**config.mk**
```make
export PLATFORM = sky130hd
export DESIGN_NAME = mux4_sequencer
export DESIGN_NICKNAME = d
export VERILOG_FILES = /design/src/rtl/mux4_sequencer.sv
export SDC_FILE = /design/constraint.sdc
export NUM_CORES = 1
export LEC_CHECK = 0
export BUFFER_PORTS_ARGS = -buffer_cell sky130_fd_sc_hd__clkbuf_2
export CORE_AREA = 8 8 45 47
export DETAILED_ROUTE_END_ITERATION = 8
export DIE_AREA = 0 0 53 55
export HOLD_SLACK_MARGIN = 0.1
export PLACE_DENSITY = 0.51
export SETUP_SLACK_MARGIN = 0.1
export SYNTH_ARGS = -nofsm -noshare
export SYNTH_HDL_FRONTEND = slang
export SYNTH_SLANG_ARGS = --single-unit
```
**constraint.sdc**
```tcl
create_clock -name clk -period 3.99 [get_ports clk]
set_input_delay 0 -clock clk [delete_from_list [all_inputs] [get_ports clk]]
set_output_delay 0 -clock clk [all_outputs]
set_load 0.02 [all_outputs]
```
**src/rtl/mux4_sequencer.sv**
```systemverilog
// Serializes a 4-bit word onto a downstream 4->1 mux by stepping its select,
// holding each slot for HOLD_CYCLES clocks; supports back-to-back frames and flush.
module mux4_sequencer #(
   parameter int HOLD_CYCLES = 1
) (
   input  logic       clk,
   input  logic       rst,
   input  logic       in_valid,
   input  logic [3:0] in_data,
   input  logic       flush,
   output logic       in_ready,
   output logic       d0,
   output logic       d1,
   output logic       d2,
   output logic       d3,
   output logic [1:0] sel,
   output logic       out_valid,
   output logic       last
);

   localparam int CNT_W = (HOLD_CYCLES > 1) ? $clog2(HOLD_CYCLES) : 1;
   localparam logic [CNT_W-1:0] HOLD_MAX = CNT_W'(HOLD_CYCLES - 1);

   typedef enum logic {
      IDLE  = 1'b0,
      SHIFT = 1'b1
   } state_t;

   state_t           state;
   logic [CNT_W-1:0] hold_cnt;
   logic             hold_done;
   logic             accept;

   assign hold_done = (hold_cnt == HOLD_MAX);
   assign last      = (state == SHIFT) && (sel == 2'd3) && hold_done;
   assign in_ready  = (state == IDLE) || last;
   assign accept    = in_valid && in_ready && !flush;
   assign out_valid = (state == SHIFT);

   // Flush outranks accept; the data bits are only ever written by an accept.
   always_ff @(posedge clk or posedge rst) begin
      if (rst) begin
         state    <= IDLE;
         sel      <= 2'd0;
         hold_cnt <= '0;
         d0       <= 1'b0;
         d1       <= 1'b0;
         d2       <= 1'b0;
         d3       <= 1'b0;
      end else if (flush) begin
         state    <= IDLE;
         sel      <= 2'd0;
         hold_cnt <= '0;
      end else if (accept) begin
         state    <= SHIFT;
         sel      <= 2'd0;
         hold_cnt <= '0;
         d0       <= in_data[0];
         d1       <= in_data[1];
         d2       <= in_data[2];
         d3       <= in_data[3];
      end else if (state == SHIFT) begin
         if (hold_done) begin
            hold_cnt <= '0;
            // sel wraps 3 -> 0 on the final slot, which is also where the frame ends
            sel      <= sel + 2'd1;
            if (last) begin
               state <= IDLE;
            end
         end else begin
            hold_cnt <= hold_cnt + 1'b1;
         end
      end
   end

endmodule

```
==> results.py, run 1 <==
metrics = {
    "run_status": {
        "status": "finished, final reports clean",
    },
    "routing": {
        "drcViolationCount": 0,
        "avgViaCountPerCell": 4.13,
        "initialDrtViolationCount": 1,
        "routed_wl_um": 795,
        "post_drt_wl_per_cell_um": 11.4,
        "ant_nets": 0,
        "first_pass_iters": 2,
        "num_vias": 289,
    },
    "synthesis": {
        "synth-compound-area-share_pct": 4.25,
        "yosysWarnings": 0,
        "synthXorXnorAreaFrac_pct": 0,
        "yosysSeqAreaShare_pct": 54.1,
        "syn_inst": 26,
        "synth_area_um2": 324,
        "ys_types": 12,
        "synth_fa_ha_area_share_pct": 3.86,
        "yosys-mux-area-fraction_pct": 13.9,
        "avgSynthCellArea_um2": 12.5,
        "synthSimpleGateAreaFrac_pct": 21.6,
        "synth-seq-cells": 7,
        "synth_top_family_by_area": "simple AND/OR/NAND/NOR gates",
        "syn-num-nets": 35,
    },
    "placed_design": {
        "port_buffers": 16,
        "pre_cts_ws_ns": 2.54,
        "hpwl_um": 593,
        "place_congestion": 0.699,
        "place_area_um2": 424,
    },
    "sta": {
        "setup_violations": 0,
        "setup_slack_ns": 2.43,
        "fin_crit_sh_pct": 39.1,
        "rsz0062_at_grt": "false",
        "period_needed_ns": 1.56,
        "setup_tns_ns": 0,
        "finalMaxSlewViolations": 0,
        "hold_viol": 0,
        "fmax_mhz": 641,
        "fin_skew_ns": 0.000640,
        "worst_pin_slew_ns": 0.260,
        "slew_headroom_pct": 82.7,
    },
    "critical_path": {
        "required_ns": 4.17,
        "critPathMaxStageDelay_ns": 0.55,
        "crit_end": "out_valid",
        "crit_type": "flip-flop to flip-flop",
        "crit_buf_inv": 1,
        "ff2ff_path_depth": 5,
        "rrSetupSlack_ns": 2.43,
        "crit_top_cell": "nor2_1",
        "cpMaxStageDelayCell": "dlygate4sd3_1",
        "critPathTopFamily": "buffers and inverters",
        "end_kind": "flip-flop",
        "timing.rr.start": "sel[0]",
        "start_kind": "flip-flop",
        "arrival_ns": 1.74,
        "worstPathCellList": "ha_1, nor2b_4, nor2_1, nor2_1, dlygate4sd3_1",
        "rr_endpoint": "out_valid",
        "crit_start": "sel[0]",
        "critPathMaxFanout": 4,
        "crit_cells": 5,
    },
    "layout": {
        "nets": 64,
        "final_util_pct": 38.3,
        "area_delta_synth_final_pct": 63.7,
        "antennaDiodeCount": 0,
        "layout-drive-gt1-share_pct": 48.1,
        "final_common_cell": "clkbuf_2",
        "stdcell_area_um2": 531,
        "most-common-layout-cells": "16 x clkbuf_2, 8 x dlygate4sd3_1, 7 x dfrtp_1, 4 x nor2_1, 4 x mux2_2",
    },
    "floorplanning": {
        "dieWidth_um": 53,
        "rows": 14,
        "core-area_um2": 1380,
        "start_util_pct": 23.4,
        "die_area_um2": 2920,
        "ios": 17,
        "die_h_um": 55,
    },
    "clocking": {
        "cts_buffers": 3,
        "clockRootBuffer": "clkbuf_4",
        "post-cts-setup-buffer-count": 0,
        "cts_buffer_depth": 2,
        "htreeDepth": 1,
        "path_clk_slew_ns": 0.05,
        "clock_latency_ns": 0.24,
        "cts-resized-gates": 0,
        "cts_sinks": 7,
        "cts_tree": "yes",
    },
    "global_route": {
        "grt_pass1_wl_um": 1390,
        "grt-ovfl-total": 0,
        "antenna_found_initial": 0,
        "grt_usage_pct": 6.49,
        "grt_max_degree": 8,
        "grt_pass1_vias": 335,
    },
    "pwr": {
        "vdd.ir_drop.worst_uv": 168,
        "p_per_area_nw_per_um2": 376,
        "leakage_nw": 0.268,
    },
    "flow_run": {
        "drv_cap": 0,
    },
    "min_path": {
        "hp-class": "input pin to async pin",
    },
}
-- sequential cells by signal, summed over array words and instances, names as in the netlist --
signal	cells
d0	1
d1	1
d2	1
d3	1
out_valid	1
sel	2
-- synth_stat cells (all sizes together) --
master | count | area [um2]
nor2b | 1 | 13.8
ha | 1 | 12.5
mux2 | 4 | 45.0
nor3b | 1 | 18.8
nor2 | 4 | 15.0
dfrtp | 7 | 175
and2 | 1 | 7.51
inv | 2 | 7.51
nand2 | 2 | 7.51
a32oi | 1 | 8.76
nand3b | 1 | 7.51
a21oi | 1 | 5.00
-- cell type report --
type,count,area [um2]
multi-input combinational,17,141
timing repair buffer,24,160
fill,139,853
sequential,7,175
tap,16,20.0
inverter,2,7.51
clock buffer,4,26.3
-- cells by family (layout without fill, tap and decap cells) --
logic type / Yosys count / in the layout
compound gates: 2 / 2
fa+ha+maj: 1 / 1
buf+inv: 2 / 30
flops: 7 / 7
mux: 4 / 4
simple gates: 10 / 10
-- routing by layer --
metal	vias to the layer above	wire, um	track usage, %
met5	-	0	0
met4	0	0	3.88
met3	0	117	3.21
met2	17	310	9.57
met1	127	367	7.42
li1	145	-	-
-- metrics by stage --
step / total power, W / hold WS [ns] / std cells
after floorplan: 0.000115 / -0.197 / 26
after global placement: 0.000133 / -0.0715 / 58
after detailed placement: 0.000134 / -0.0785 / 58
after CTS: 0.000204 / 0.208 / 70
after global routing: 0.000215 / 0.251 / 70
final: 0.000199 / 0.221 / 70
-- worst min path at each step --
stage          from  to  slack, ns  cells after the start
3_5_place_dp    rst  d1      -0.08                      2
3_3_place_gp    rst  d0      -0.07                      2
6_report        rst  d2       0.22                      3
4_1_cts         rst  d3       0.21                      3
2_1_floorplan   rst  d0      -0.20                      1
5_1_grt         rst  d3       0.25                      3
-- worst reg2reg max path, stage by stage, from the launching register on --
cell           delay [ns]
dfrtp_1              0.40
ha_1                 0.26
nor2b_4              0.17
nor2_1               0.05
nor2_1               0.07
dlygate4sd3_1        0.55
-- power breakdown --
| part | leakage, nW | switching [W] | internal (W) | total, W |
|---|---|---|---|---|
| clock network | 0.0150 | 0.0000233 | 0.0000380 | 0.0000613 |
| logic | 0.166 | 0.0000270 | 0.0000245 | 0.0000515 |
| registers | 0.0867 | 0.00000580 | 0.0000807 | 0.0000865 |
| total | 0.268 | 0.0000562 | 0.000143 | 0.000199 |
-- repair_timing --
item / CTS / global route
hold buffers: 8 / 0
hold endpoints to repair: 14 / 0
endpoints found under the setup margin: 0 / 0
(Power assumes the default switching activity.)
==> run 2, diff against run 1 <==
--- a/config.mk
+++ b/config.mk
@@ -10,7 +10,7 @@
 export DETAILED_ROUTE_END_ITERATION = 8
 export DIE_AREA = 0 0 53 55
 export HOLD_SLACK_MARGIN = 0.1
-export PLACE_DENSITY = 0.51
+export PLACE_DENSITY = 0.53
 export SETUP_SLACK_MARGIN = 0.1
 export SYNTH_ARGS = -nofsm -noshare
 export SYNTH_HDL_FRONTEND = slang
==> constraint.sdc (replaced) <==
create_clock -name clk -period 1.4 [get_ports clk]
set_input_delay 0 -clock clk [delete_from_list [all_inputs] [get_ports clk]]
set_output_delay 0 -clock clk [all_outputs]
set_load 0.02 [all_outputs]
==> run 2 against run 1 <==
Global-route usage rose by 0.49 points. Worst setup slack worse by 2.4 ns. Flip-flop and latch count unchanged. Largest cell class unchanged. Clock power grew to 3.0 times the previous value. Cell count increased by 2.9%. Combinational power grew to 3.0 times the previous value. Critical path type unchanged. Register-to-register slack worse by 2.4 ns. Wire length increased by 11%.
==> results.py, run 2 (synthesis gave the netlist of run 1 again) <==
metrics = {
    "run_status": {
        "status": "finished, final reports clean",
    },
    "layout": {
        "nets": 66,
        "final_util_pct": 40.3,
        "final_common_cell": "clkbuf_2",
        "seq_area_um2": 178,
        "most-common-layout-cells": "16 x clkbuf_2, 7 x dlygate4sd3_1, 5 x dfrtp_1, 4 x nor2_1, 4 x mux2_2",
        "largest_register": "sel",
        "final_cells": 72,
        "area_delta_synth_final_pct": 72.2,
        "stdcell_area_um2": 558,
        "layout-drive-gt1-share_pct": 57.1,
        "multi_input_area_um2": 154,
        "largest_reg_flops": 2,
        "antennaDiodeCount": 0,
        "fillers": 130,
    },
    "sta": {
        "fin_crit_sh_pct": 95.3,
        "setup_violations": 0,
        "fin_skew_ns": 0.00156,
        "slew_headroom_pct": 81.3,
        "setup_slack_ns": 0.0652,
        "finalMaxSlewViolations": 0,
        "hold_viol": 0,
        "period_needed_ns": 1.33,
        "fmax_mhz": 749,
        "rsz0062_at_grt": "true",
        "worst_pin_slew_ns": 0.280,
    },
    "pwr": {
        "p_per_area_nw_per_um2": 1050,
        "leakage_nw": 0.273,
        "vdd.ir_drop.worst_uv": 443,
    },
    "floorplanning": {
        "core-area_um2": 1380,
        "dieWidth_um": 53,
        "start_util_pct": 23.4,
        "die_area_um2": 2920,
        "die_h_um": 55,
        "ios": 17,
        "rows": 14,
    },
    "critical_path": {
        "rrSetupSlack_ns": 0.07,
        "timing.rr.start": "sel[1]",
        "end_kind": "flip-flop",
        "ff2ff_path_depth": 4,
        "critPathMaxFanout": 4,
        "rr_endpoint": "d0",
        "required_ns": 1.53,
        "arrival_ns": 1.47,
        "start_kind": "flip-flop",
        "crit_type": "flip-flop to flip-flop",
    },
    "routing": {
        "initialDrtViolationCount": 0,
        "drcViolationCount": 0,
        "avgViaCountPerCell": 4.15,
        "first_pass_iters": 1,
        "num_vias": 299,
        "post_drt_wl_per_cell_um": 12.2,
        "routed_wl_um": 881,
        "ant_nets": 0,
    },
    "placed_design": {
        "pre_cts_ws_ns": 0.0447,
        "port_buffers": 16,
        "place_area_um2": 447,
        "dp.cells": 59,
        "place_congestion": 0.732,
    },
    "clocking": {
        "htreeDepth": 1,
        "cts_buffer_depth": 2,
        "cts_sinks": 7,
        "cts_buffers": 3,
        "cts_tree": "yes",
        "path_clk_slew_ns": 0.05,
        "clockRootBuffer": "clkbuf_4",
        "cts-resized-gates": 0,
        "clock_latency_ns": 0.25,
    },
    "global_route": {
        "grt_pass1_wl_um": 1440,
        "antenna_found_initial": 0,
        "grt_pass1_vias": 326,
        "grt_max_degree": 8,
        "grt-ovfl-total": 0,
        "grt_usage_pct": 6.98,
    },
    "min_path": {
        "hp-class": "input pin to async pin",
    },
    "flow_run": {
        "drv_cap": 0,
    },
}
==> run 2: cell count changes in the layout (fill, tap and decap cells not counted) <==
cell	previous run	this run
ha_1	1	0
ha_4	0	1
dfrtp_2	0	2
buf_4	0	3
dfrtp_1	7	5
dlygate4sd3_1	8	7
==> run 2: worst max-delay path, stage by stage, from the launching register on <==
cell and delay, ns:
dfrtp_2 0.39, ha_4 0.16, nor2b_4 0.05, nor3b_4 0.25
mux2_2 0.37
==> run 2: power by group <==
group,internal [W],total (W),switching (W)
Combinational,0.0000749,0.000157,0.0000821
Sequential,0.000230,0.000245,0.0000151
Clock,0.000109,0.000182,0.0000735
==> run 2: cell type report <==
class / instances / share of cell area [%]
Sequential cell: 7 / 31.8
Timing Repair Buffer: 26 / 30.9
Multi-Input combinational cell: 17 / 27.6
Clock buffer: 4 / 4.71
Tap cell: 16 / 3.59
Inverter: 2 / 1.35
==> run 2: worst max-delay path by stage <==
stage                start  to  slack (ns)  cells after the start
finish              sel[1]  d0        0.07                      4
global route        sel[0]  d0       -0.01                      4
CTS                 sel[1]  d0        0.03                      4
detailed placement  sel[0]  d3        0.04                      4
global placement    sel[0]  d3        0.06                      4
floorplan           sel[0]  d0        0.05                      4
==> run 2: per-layer routing <==
layer  track usage, %  wire length, um
met1             7.25              372
met2             9.57              371
met3             4.28              137
met4             6.47                0
met5                0                0
==> run 2: what timing repair did <==
action,CTS,global route
pin swaps,1,1
buffers inserted,2,0
hold buffers,7,0
hold endpoints to repair,14,0
endpoints found under the setup margin,4,4
==> run 2: through the flow <==
step | power (W) | TNS [ns] | hold slack [ns]
after floorplan | 0.000331 | 0 | -0.197
after global placement | 0.000389 | 0 | -0.0717
after detailed placement | 0.000389 | 0 | -0.0714
after CTS | 0.000601 | 0 | 0.201
after global routing | 0.000619 | -0.0128 | 0.240
final | 0.000584 | 0 | 0.215
